### config.mk
export PLATFORM = sky130hd
export DESIGN_NAME = operand_sequencer
export DESIGN_NICKNAME = d
export VERILOG_FILES = /design/src/rtl/cpu6502_pkg.sv /design/src/rtl/operand_sequencer_ea_calc.sv /design/src/rtl/operand_sequencer.sv
export SDC_FILE = /design/constraint.sdc
export NUM_CORES = 1
export LEC_CHECK = 0
export ABC_AREA = 0
export CAP_MARGIN = 20
export CORE_UTILIZATION = 49
export DETAILED_ROUTE_END_ITERATION = 10
export PLACE_DENSITY = 0.78
export SETUP_SLACK_MARGIN = 0.3
export SLEW_MARGIN = 20
export SYNTH_ARGS = -nofsm -noshare
export SYNTH_HDL_FRONTEND = slang
export SYNTH_HIERARCHICAL = 1
export SYNTH_SLANG_ARGS = --single-unit
### constraint.sdc
create_clock -name clk -period 3 [get_ports clk]
set_clock_uncertainty 0.05 [all_clocks]
set_input_delay 0.9 -clock clk [delete_from_list [all_inputs] [get_ports clk]]
set_output_delay 0.9 -clock clk [all_outputs]
set_load 0.01 [all_outputs]
### src/rtl/cpu6502_pkg.sv
// Shared 6502 definitions: addressing-mode codes, operand sequencer state encoding
// and the ADC opcodes decoded by instruction_control.
package cpu6502_pkg;

  localparam logic [3:0] MODE_IMM   = 4'd0;
  localparam logic [3:0] MODE_ZP    = 4'd1;
  localparam logic [3:0] MODE_ZP_X  = 4'd2;
  localparam logic [3:0] MODE_ZPI   = 4'd3;
  localparam logic [3:0] MODE_ZPI_X = 4'd4;
  localparam logic [3:0] MODE_ZPI_Y = 4'd5;
  localparam logic [3:0] MODE_ABS   = 4'd6;
  localparam logic [3:0] MODE_ABS_X = 4'd7;
  localparam logic [3:0] MODE_ABS_Y = 4'd8;

  typedef enum logic [2:0] {
    S_IDLE,
    S_OP_LO,
    S_OP_HI,
    S_PTR_LO,
    S_PTR_HI,
    S_FIX,
    S_READ,
    S_DONE
  } seq_state_e;

  localparam logic [7:0] OPC_ADC_IMM   = 8'h69;
  localparam logic [7:0] OPC_ADC_ZP    = 8'h65;
  localparam logic [7:0] OPC_ADC_ZP_X  = 8'h75;
  localparam logic [7:0] OPC_ADC_ZPI   = 8'h72;
  localparam logic [7:0] OPC_ADC_ZPI_X = 8'h61;
  localparam logic [7:0] OPC_ADC_ZPI_Y = 8'h71;
  localparam logic [7:0] OPC_ADC_ABS   = 8'h6D;
  localparam logic [7:0] OPC_ADC_ABS_X = 8'h7D;
  localparam logic [7:0] OPC_ADC_ABS_Y = 8'h79;

  function automatic logic mode_legal(input logic [3:0] m);
    return (m <= MODE_ABS_Y);
  endfunction

endpackage

### src/rtl/operand_sequencer_ea_calc.sv
// Address arithmetic for the operand sequencer: zero-page indexing, pointer
// high-byte address, 16-bit indexed add and page-cross detection.
module ea_calc #(
  parameter bit ZP_WRAP = 1'b1
) (
  input  logic [7:0]  zp_base,
  input  logic [7:0]  zp_index,
  input  logic [15:0] ptr,
  input  logic [15:0] abs_base,
  input  logic [7:0]  abs_index,
  output logic [15:0] zp_addr,
  output logic [15:0] ptr_next,
  output logic [15:0] abs_addr,
  output logic        page_cross
);

  always_comb begin
    if (ZP_WRAP) begin
      // ptr high byte is always 0x00 here, so the carry simply drops
      zp_addr  = {8'h00, zp_base + zp_index};
      ptr_next = {ptr[15:8], ptr[7:0] + 8'd1};
    end else begin
      zp_addr  = {8'h00, zp_base} + {8'h00, zp_index};
      ptr_next = ptr + 16'd1;
    end
    abs_addr   = abs_base + {8'h00, abs_index};
    page_cross = (abs_addr[15:8] != abs_base[15:8]);
  end

endmodule

### src/rtl/operand_sequencer.sv
// Resolves a 6502 addressing mode into an effective address and fetches the operand.
// Optional page-cross penalty cycle: define OPERAND_SEQ_PAGE_PENALTY_EN.
//
//  state    | meaning
//  IDLE     | waiting for start
//  OP_LO    | fetch first operand byte at pc
//  OP_HI    | fetch absolute high byte at pc
//  PTR_LO   | read pointer low byte from zero page
//  PTR_HI   | read pointer high byte from zero page
//  FIX      | dummy read at {base_hi, ea_lo} on page cross
//  READ     | read operand at ea
//  DONE     | ea/operand/err valid for one cycle
module operand_sequencer
  import cpu6502_pkg::*;
#(
  parameter bit ZP_WRAP     = 1'b1,
  parameter int ACK_TIMEOUT = 0
) (
  input  logic        clk,
  input  logic        reset,
  input  logic        start,
  input  logic [3:0]  mode,
  input  logic [15:0] pc,
  input  logic [7:0]  x_reg,
  input  logic [7:0]  y_reg,
  output logic [15:0] mem_addr,
  output logic        mem_req,
  input  logic        mem_ack,
  input  logic [7:0]  mem_rdata,
  output logic        pc_inc,
  output logic [15:0] ea,
  output logic [7:0]  operand,
  output logic        busy,
  output logic        done,
  output logic        err
);

`ifdef OPERAND_SEQ_PAGE_PENALTY_EN
  localparam bit PENALTY_EN = 1'b1;
`else
  localparam bit PENALTY_EN = 1'b0;
`endif

  localparam logic [15:0] TMO_LOAD = (ACK_TIMEOUT > 0) ? 16'(ACK_TIMEOUT - 1) : 16'd0;

  seq_state_e  state_q, state_d;
  logic [3:0]  mode_q, mode_d;
  logic [7:0]  lo_q, lo_d;
  logic [15:0] ptr_q, ptr_d;
  logic [7:0]  base_hi_q, base_hi_d;
  logic [15:0] ea_q, ea_d;
  logic [7:0]  operand_q, operand_d;
  logic        err_q, err_d;
  logic [15:0] tmo_q, tmo_d;

  logic [7:0]  zp_index;
  logic [7:0]  abs_index;
  logic [15:0] zp_addr;
  logic [15:0] ptr_next;
  logic [15:0] abs_addr;
  logic        page_cross;

  always_comb begin
    zp_index  = 8'h00;
    abs_index = 8'h00;
    case (mode_q)
      MODE_ZP_X, MODE_ZPI_X: zp_index  = x_reg;
      MODE_ABS_X:            abs_index = x_reg;
      MODE_ABS_Y, MODE_ZPI_Y: abs_index = y_reg;
      default: ;
    endcase
  end

  // The first byte feeds the zero-page path; {rdata, lo_q} is the absolute base
  // in OP_HI and the fetched pointer in PTR_HI.
  ea_calc #(.ZP_WRAP(ZP_WRAP)) u_ea_calc (
    .zp_base    (mem_rdata),
    .zp_index   (zp_index),
    .ptr        (ptr_q),
    .abs_base   ({mem_rdata, lo_q}),
    .abs_index  (abs_index),
    .zp_addr    (zp_addr),
    .ptr_next   (ptr_next),
    .abs_addr   (abs_addr),
    .page_cross (page_cross)
  );

  always_comb begin
    state_d   = state_q;
    mode_d    = mode_q;
    lo_d      = lo_q;
    ptr_d     = ptr_q;
    base_hi_d = base_hi_q;
    ea_d      = ea_q;
    operand_d = operand_q;
    err_d     = err_q;
    tmo_d     = TMO_LOAD;
    mem_req   = 1'b0;
    mem_addr  = 16'h0000;
    pc_inc    = 1'b0;
    done      = 1'b0;

    case (state_q)
      S_IDLE: begin
        if (start) begin
          mode_d = mode;
          if (mode_legal(mode)) begin
            err_d   = 1'b0;
            state_d = S_OP_LO;
          end else begin
            err_d   = 1'b1;
            state_d = S_DONE;
          end
        end
      end
      S_OP_LO: begin
        mem_req  = 1'b1;
        mem_addr = pc;
        if (mem_ack) begin
          pc_inc = 1'b1;
          lo_d   = mem_rdata;
          case (mode_q)
            MODE_IMM: begin
              operand_d = mem_rdata;
              ea_d      = 16'h0000;
              state_d   = S_DONE;
            end
            MODE_ZP, MODE_ZP_X: begin
              ea_d    = zp_addr;
              state_d = S_READ;
            end
            MODE_ZPI, MODE_ZPI_X, MODE_ZPI_Y: begin
              ptr_d   = zp_addr;
              state_d = S_PTR_LO;
            end
            default: state_d = S_OP_HI;
          endcase
        end
      end
      S_OP_HI: begin
        mem_req  = 1'b1;
        mem_addr = pc;
        if (mem_ack) begin
          pc_inc    = 1'b1;
          ea_d      = abs_addr;
          base_hi_d = mem_rdata;
          state_d   = (PENALTY_EN && page_cross) ? S_FIX : S_READ;
        end
      end
      S_PTR_LO: begin
        mem_req  = 1'b1;
        mem_addr = ptr_q;
        if (mem_ack) begin
          lo_d    = mem_rdata;
          state_d = S_PTR_HI;
        end
      end
      S_PTR_HI: begin
        mem_req  = 1'b1;
        mem_addr = ptr_next;
        if (mem_ack) begin
          ea_d      = abs_addr;
          base_hi_d = mem_rdata;
          state_d   = (PENALTY_EN && page_cross) ? S_FIX : S_READ;
        end
      end
      S_FIX: begin
        mem_req  = 1'b1;
        mem_addr = {base_hi_q, ea_q[7:0]};
        if (mem_ack) state_d = S_READ;
      end
      S_READ: begin
        mem_req  = 1'b1;
        mem_addr = ea_q;
        if (mem_ack) begin
          operand_d = mem_rdata;
          state_d   = S_DONE;
        end
      end
      S_DONE: begin
        done    = 1'b1;
        state_d = S_IDLE;
      end
      default: state_d = S_IDLE;
    endcase

    // Per-access watchdog: reloads whenever no access is stalled.
    if (mem_req && !mem_ack) begin
      tmo_d = tmo_q - 16'd1;
      if ((ACK_TIMEOUT != 0) && (tmo_q == 16'd0)) begin
        err_d   = 1'b1;
        state_d = S_DONE;
      end
    end
  end

  always_ff @(posedge clk or posedge reset) begin
    if (reset) begin
      state_q   <= S_IDLE;
      mode_q    <= MODE_IMM;
      lo_q      <= 8'h00;
      ptr_q     <= 16'h0000;
      base_hi_q <= 8'h00;
      ea_q      <= 16'h0000;
      operand_q <= 8'h00;
      err_q     <= 1'b0;
      tmo_q     <= TMO_LOAD;
    end else begin
      state_q   <= state_d;
      mode_q    <= mode_d;
      lo_q      <= lo_d;
      ptr_q     <= ptr_d;
      base_hi_q <= base_hi_d;
      ea_q      <= ea_d;
      operand_q <= operand_d;
      err_q     <= err_d;
      tmo_q     <= tmo_d;
    end
  end

  assign busy    = (state_q != S_IDLE);
  assign err     = err_q && (state_q == S_DONE);
  assign ea      = ea_q;
  assign operand = operand_q;

endmodule

==> results, run 1 <==
- The I/O pin count is 93.
- The number of buffers and inverters on the critical path is 3.
- The maximum resistive drop on vdd is between 0.0005 and 0.0006 V.
- Setup repair after global routing could not meet its margin everywhere.
- In this design, the stage delay of the slowest critical-path cell is around 0.47 ns.
- In this run the critical register-to-register path is captured at ea[9]$_DFFE_PP0P_.
- The first detailed-routing pass took 6 iterations.
- The combinational power share is a little over two thirds.
- Cells with a size suffix above 1 make up 45.60% of the layout.
- Entering global routing, the biggest net connects 65 pins.
- The residual antenna-violating net count after detailed routing is 0.
- Routability-driven placement finished with a final weighted congestion of 0.9392.
- Sequential cells account for 21.4% of the total power.
- The total number of placement rows is 36.
- The cell at the root of the clock tree is sky130_fd_sc_hd__clkbuf_8.
- Derived from the worst setup path, the maximum achievable clock frequency is 338.2 MHz.
- The mean post-synth cell area is 9.804 um2.
- The worst hold path terminates at operand[1]$_DFFE_PP0P_.
- Broken down by cell family, the worst path's largest delay share belongs to compound AO/OA/AOI/OAI gates.
- The count of routing violations after the opening detailed-route iteration is 346.
- TritonCTS built the clock tree.
- The number of DRC violations after detailed routing is 0.
- The routed layout has 4924 vias.
- The clock passes through at most 2 buffers.
- The die footprint is roughly 11000 um2.
- The first global-routing pass estimated approximately 25 mm of wire.
- The area overhead of the layout relative to synthesis is 45.22%.
- The path class of the tightest hold or removal check is flip-flop to flip-flop.
- The endpoint type of the worst setup path is a flip-flop.
- After floorplanning, the core was sized to cover 9910 um2.
- The switching fraction of total power is between 40% and 50%.
- The library cells used most frequently in the layout, excluding fill and tap cells, are sky130_fd_sc_hd__buf_4, sky130_fd_sc_hd__dfrtp_1, sky130_fd_sc_hd__clkdlybuf4s50_1.
- The net switching power is 0.003462 W.
- The slowest stage of the critical path belongs to the cell sky130_fd_sc_hd__dfrtp_2.
- After clock tree synthesis, the clock-pin slew on the worst setup and hold paths is 0.08 ns.
- The setup violation total in the final timing report is 0.
- After synthesis the cells add up to 5069 um2.
- In this run the static leakage power is 3.324 nW.
- The fraction of power consumed by the clock network is 8.3%.
- The final layout net count is 745.
- The remaining global-route overflow is 0.
- The worst register-to-register path begins at mode_q[1]$_DFFE_PP0P_.
- After legalization and detailed placement, the total HPWL measured around 11 mm.
- The number of global-route vias before repair was ~4.9k.
- At the worst endpoint, the arrival time is 3.11 ns.
- The final period utilization is a little under 100%.
- The number of instances in the synthesized netlist is 517.
- Counting I/O delays and the setup requirement, the final critical path takes 2.957 ns.
- Once routing completed, OpenROAD measured the worst setup slack at 0.04284 ns.
- The count of pins over their slew limit is 0.
- The number of clock buffers inserted by TritonCTS is 9.
- Headroom to the max-slew limit came out at 49.99%.
- The number of antenna diodes in the final layout is 0.
- The total power per unit cell area is 1063 nW/um2.
- The final wirelength is 16.87 mm.
- The share of the core filled with cells is 74.28%.
- Leaving out filler cells and counting taps, the final layout contains 815.
- The path depth of the worst reg2reg path is 13.
- STA puts the critical path data required time at 3.16 ns.
- The die is 103.7 um tall.
- Max-cap violations in this run came to 0.
- The library cell used most frequently in the layout, excluding fill and tap cells, is sky130_fd_sc_hd__buf_4.
- The number of sinks handled by clock tree synthesis is 64.
- The warning count from the yosys run is 6.
- At the later pin of the worst-skew pair, clock insertion delay measures 0.36 ns.
- For the final routed database, the setup TNS stands at 0 ns.
- The number of antenna violations at the first check in global routing is 0.
- In the routed layout, each cell is associated on average with a via count of 6.042.
- The slew at the pin with the worst max-slew slack is 0.7501 ns.
- For flop-to-flop paths, the worst setup slack is 0.04 ns.
- In this run the most critical hold path is launched from operand[1]$_DFFE_PP0P_.
- The global-route usage over all layers is 29.56%.
- The run finished with clean final reports.
- The clock tree synthesis step divided the H-tree into 3 levels.
- The post-detailed-route wirelength per cell is ~21 um.
- The largest fanout on the critical path is 5.
- Along the worst hold path, the cell count comes to 1.
- The kind of critical path is flip-flop to flip-flop.
- The kind of start point of the critical path is a flip-flop.
- The die is 103.7 um wide.
- The count of endpoints failing hold in the final timing report is 0.
- The number of I/O port buffers is 92.
- The signal on the critical path passes through buf_12 -> buf_4 -> mux2i_1 -> o21ai_1 -> ha_1 -> and3_4 -> a221oi_4 -> buf_6 -> a21boi_2 -> xor2_1 -> nor3b_2 -> a31oi_1 -> mux2i_1.
- Once the floorplan was initialized, standard cells occupied 51.15% of the core.
- The worst setup timing slack at the placement stage is -0.4502 ns.
- The cell seen most often among critical-path stages is sky130_fd_sc_hd__mux2i_1.
- The internal power consumption is 0.004362 W.
- The number of placed instances, taps included, is roughly 760.
[registers in the layout (all words and copies together), names as in the netlist]
register	flops
base_hi_q	8
ea	16
err_q	1
lo_q	8
mode_q	4
operand	8
ptr_q	16
state_q	3
[layout make-up]
class                      instances  area (um2)
fill                             633        2549
clock buffer                      10       137.6
inverter                          29       113.9
sequential                        64        1610
timing repair buffer             188        1653
clock inverter                     4       22.52
tap                              133       166.4
multi-input combinational        387        3657
[worst max path at each step]
stage,end,cells past startpoint,startpoint,slack [ns]
global placement,ea[15]$_DFFE_PP0P_,11,y_reg[6],-0.40
finish,ea[9]$_DFFE_PP0P_,13,mode_q[1]$_DFFE_PP0P_,0.04
detailed placement,mem_addr[9],5,pc[9],-0.45
floorplan,ea[11]$_DFFE_PP0P_,10,x_reg[6],0.25
CTS,mem_addr[6],9,ptr_q[1]$_DFFE_PP0P_,0.16
global route,ea[7]$_DFFE_PP0P_,12,mode_q[1]$_DFFE_PP0P_,-0.03
[per-layer routing]
layer  routed length (um)  share of wire, %  vias to the layer above  GRT usage (%)
met5                    0                 0                        -              0
met4                  654               3.9                        0          11.94
met3                 1048               6.2                       56          5.349
met2                 8553                51                      240          52.25
met1                 6609                39                     2439          35.40
li1                     -                 -                     2189              -
[through the flow]
stage / hold slack (ns) / total power, W / area (um2)
floorplan: 0.3918 / 0.004362 / 5126
global placement: 0.4044 / 0.005764 / 6374
finish: 0.4616 / 0.007824 / 7361
global route: 0.4798 / 0.008220 / 7361
detailed placement: 0.4462 / 0.005932 / 6374
CTS: 0.4664 / 0.007147 / 6960
[power by group through the flow]
stage | combinational, W | clock, W | sequential, W
3_5_place_dp | 0.00432 | 0 | 0.00161
3_3_place_gp | 0.00418 | 0 | 0.00158
4_1_cts | 0.00487 | 0.000648 | 0.00163
5_1_grt | 0.00581 | 0.000697 | 0.00172
2_1_floorplan | 0.00281 | 0 | 0.00156
6_report | 0.00550 | 0.000646 | 0.00168
[timing repair]
action / 4_1_cts / 5_1_grt
gates resized for setup: 239 / 57
endpoints found under the setup margin: 39 / 35
hold buffers: 0 / 0
pin swaps: 62 / 45
buffers inserted: 20 / 17
cloned: 3 / 0
Note: power is estimated with default switching activity, not from simulation.
==> run 2: changes to the inputs <==
- PLACE_DENSITY: 0.78 -> unset
- PLACE_DENSITY_LB_ADDON: unset -> 0.05
==> results, run 2 (synthesis gave the netlist of run 1 again) <==
- The run finished with clean final reports.
- Along the worst path, the maximum fanout reaches 8.
- The number of antenna violations at the first check in global routing is 0.
- In this run the critical register-to-register path is captured at ea[15]$_DFFE_PP0P_.
- The worst register-to-register path has a setup slack of 0.19 ns.
- The setup violation total in the final timing report is 0.
- The remaining global-route overflow is 0.
- Derived from the worst setup path, the maximum achievable clock frequency is roughly 360 MHz.
- The clock reaches the later pin of the worst-skew pair after 0.35 ns.
- TritonCTS built the clock tree.
- STA classifies the critical path startpoint as a flip-flop.
- For this design the top-level I/O count stands at just over 90.
- In this run the power density over the cells is 1043 nW/um2.
- After clock tree synthesis, the clock-pin slew on the worst setup and hold paths is ~0.080 ns.
- Leaving out fill and tap cells, the most frequent cell in the layout is sky130_fd_sc_hd__buf_4.
- The number of global-route vias before repair is 4640.
- The height of the chip is 103.7 um.
- The core box area is approximately 9900 um2.
- The count of pins over their slew limit was 0.
- The floorplan step defined a die boundary enclosing roughly 11000 um2.
- The worst flop-to-flop path startpoint is mode_q[1]$_DFFE_PP0P_.
- After detailed routing, the number of remaining DRC violations is 0.
- The number of antenna cells inserted is 0.
- The fraction of final layout cells sized beyond drive strength 1 is between 40% and 50%.
- The final layout net count is 747.
- The count of endpoints failing hold in the final timing report is 0.
- Across the run, the number of max-cap violations was 0.
- In the final layout, the multi-input gates occupy 3715 um2.
- The final-layout fill cell count is 710.
- The path depth of the worst reg2reg path is 12.
- Adding up every negative setup slack in the final design gives 0 ns.
- The worst hold path passes through 2 cells.
- Entering global routing, the biggest net connects 47 pins.
- For this configuration, the core starts out at a cell density of 51.15%.
- Row generation in the floorplan step produced 36 rows.
- Data on the critical path is required at its endpoint by 3.17 ns.
- The wire-length estimate of the detail-placed layout is between 10 and 15 mm.
- The design area is 7423 um2.
- The slew at the pin with the worst max-slew slack is 0.5091 ns.
- The maximum resistive drop on vdd is 0.0004750 V.
- From left edge to right edge, the die measures 103.7 um.
- The routed layout has 4688 vias.
- Setup repair after global routing could not meet its margin everywhere.
- After detailed routing, the average wire length per cell comes to between 15 and 20 um.
- The number of I/O port buffers is 92.
- The residual antenna-violating net count after detailed routing is 0.
- The endpoint type of the worst setup path is a flip-flop.
- In this run the tightest slew margin relative to its limit is 66.02%.
- Hold is met by around 0.43 ns.
- In the routed layout, each cell is associated on average with a via count of roughly 5.7.
- At the end of routability-driven placement, the weighted congestion stood at 0.8823.
- The cell at the root of the clock tree is sky130_fd_sc_hd__clkbuf_8.
- The shortest clock period the worst path allows after layout is 2.810 ns.
- The number of iterations in the first detailed-routing pass is 4.
- The start point of the worst hold path is err_q$_DFFE_PP0P_.
- The final critical path takes up 93.67% of the cycle.
- The path class of the tightest hold or removal check is flip-flop to flip-flop.
- The kind of critical path is flip-flop to flip-flop.
- The number of buffers between clock root and the deepest sink is 2.
- The worst hold endpoint is err_q$_DFFE_PP0P_.
- The arrival time at the worst endpoint is 2.98 ns.
- In the layout the commonest cells are sky130_fd_sc_hd__buf_4, sky130_fd_sc_hd__dfrtp_1, sky130_fd_sc_hd__clkdlybuf4s50_1.
- Summing all flip-flop and latch instances after layout gives 1609 um2.
- Compared with the post-synthesis result, the final layout area differs by 46.46%.
- The global-route wire length before repair is approximately 24 mm.
- The clock net in this run drives a total of between 60 and 70 sinks.
- For this design the static power due to leakage is around 3.4 nW.
- The instance area after placement is 6381 um2.
- The final wirelength is 15.47 mm.
- The detailed router finished its first iteration with 151 violations.
- The H-tree was split into 3 levels.
- The global-route usage over all layers is 28.27%.
- The number of clock buffers inserted by TritonCTS is 9.
run 2: through the flow:
step                      std cells  total power, W  setup WS [ns]  utilization, %
after floorplan                 524        0.004362         0.2531               -
after global placement          762        0.005831        -0.4149           64.39
after detailed placement        762        0.005937        -0.4593           64.39
after CTS                       792        0.007012         0.2081           68.98
after global routing            819        0.008231        0.07650           74.91
final                           819        0.007741         0.1899           74.91
run 2: how the worst max path moves through the flow:
stage / cells after the start / to / from
after floorplan: 10 / ea[11]$_DFFE_PP0P_ / x_reg[6]
after global placement: 5 / mem_addr[9] / pc[9]
after detailed placement: 5 / mem_addr[9] / pc[9]
after CTS: 12 / ea[15]$_DFFE_PP0P_ / mode_q[1]$_DFFE_PP0P_
after global routing: 12 / ea[15]$_DFFE_PP0P_ / mode_q[1]$_DFFE_PP0P_
final: 12 / ea[15]$_DFFE_PP0P_ / mode_q[1]$_DFFE_PP0P_
run 2: report_power, final:
group	switching [W]	total [W]	internal [W]
Sequential	0.000403	0.00166	0.00126
Clock	0.000324	0.000666	0.000343
Combinational	0.00259	0.00541	0.00282
Total	0.00331	0.00774	0.00443
run 2: repair_timing:
item                                    CTS  global route
resized for setup                       241            75
buffers inserted                         14            26
cloned                                    0             1
hold buffers                              0             0
endpoints found under the setup margin   38            34
pin swaps                                57            64
run 2: critical path, stage by stage (launching register included):
cell and delay, ns:
sky130_fd_sc_hd__dfrtp_2 0.46, sky130_fd_sc_hd__nor3_4 0.21, sky130_fd_sc_hd__and2_4 0.26, sky130_fd_sc_hd__nand2_1 0.07, sky130_fd_sc_hd__o21ai_1 0.09, sky130_fd_sc_hd__ha_1 0.28, sky130_fd_sc_hd__and3_4 0.20, sky130_fd_sc_hd__a221oi_4 0.38
sky130_fd_sc_hd__a21oi_2 0.12, sky130_fd_sc_hd__xor2_1 0.15, sky130_fd_sc_hd__nor3b_2 0.16, sky130_fd_sc_hd__a31oi_1 0.15, sky130_fd_sc_hd__mux2i_1 0.09
run 2: final cells by class:
cell class | count | share of cell area (%)
multi-input combinational | 387 | 50.04
timing repair buffer | 190 | 22.08
sequential | 64 | 21.68
tap | 133 | 2.242
clock buffer | 13 | 2.141
inverter | 29 | 1.584
clock inverter | 3 | 0.2360
run 2: per-layer routing:
metal / GRT usage (%) / share of wire (%) / up-vias
met4: 10.41 / 3.2 / 0
met3: 3.650 / 4.5 / 37
met5: 0 / 0 / -
met1: 35.69 / 42 / 2309
li1: - / - / 2201
met2: 49.38 / 50 / 141
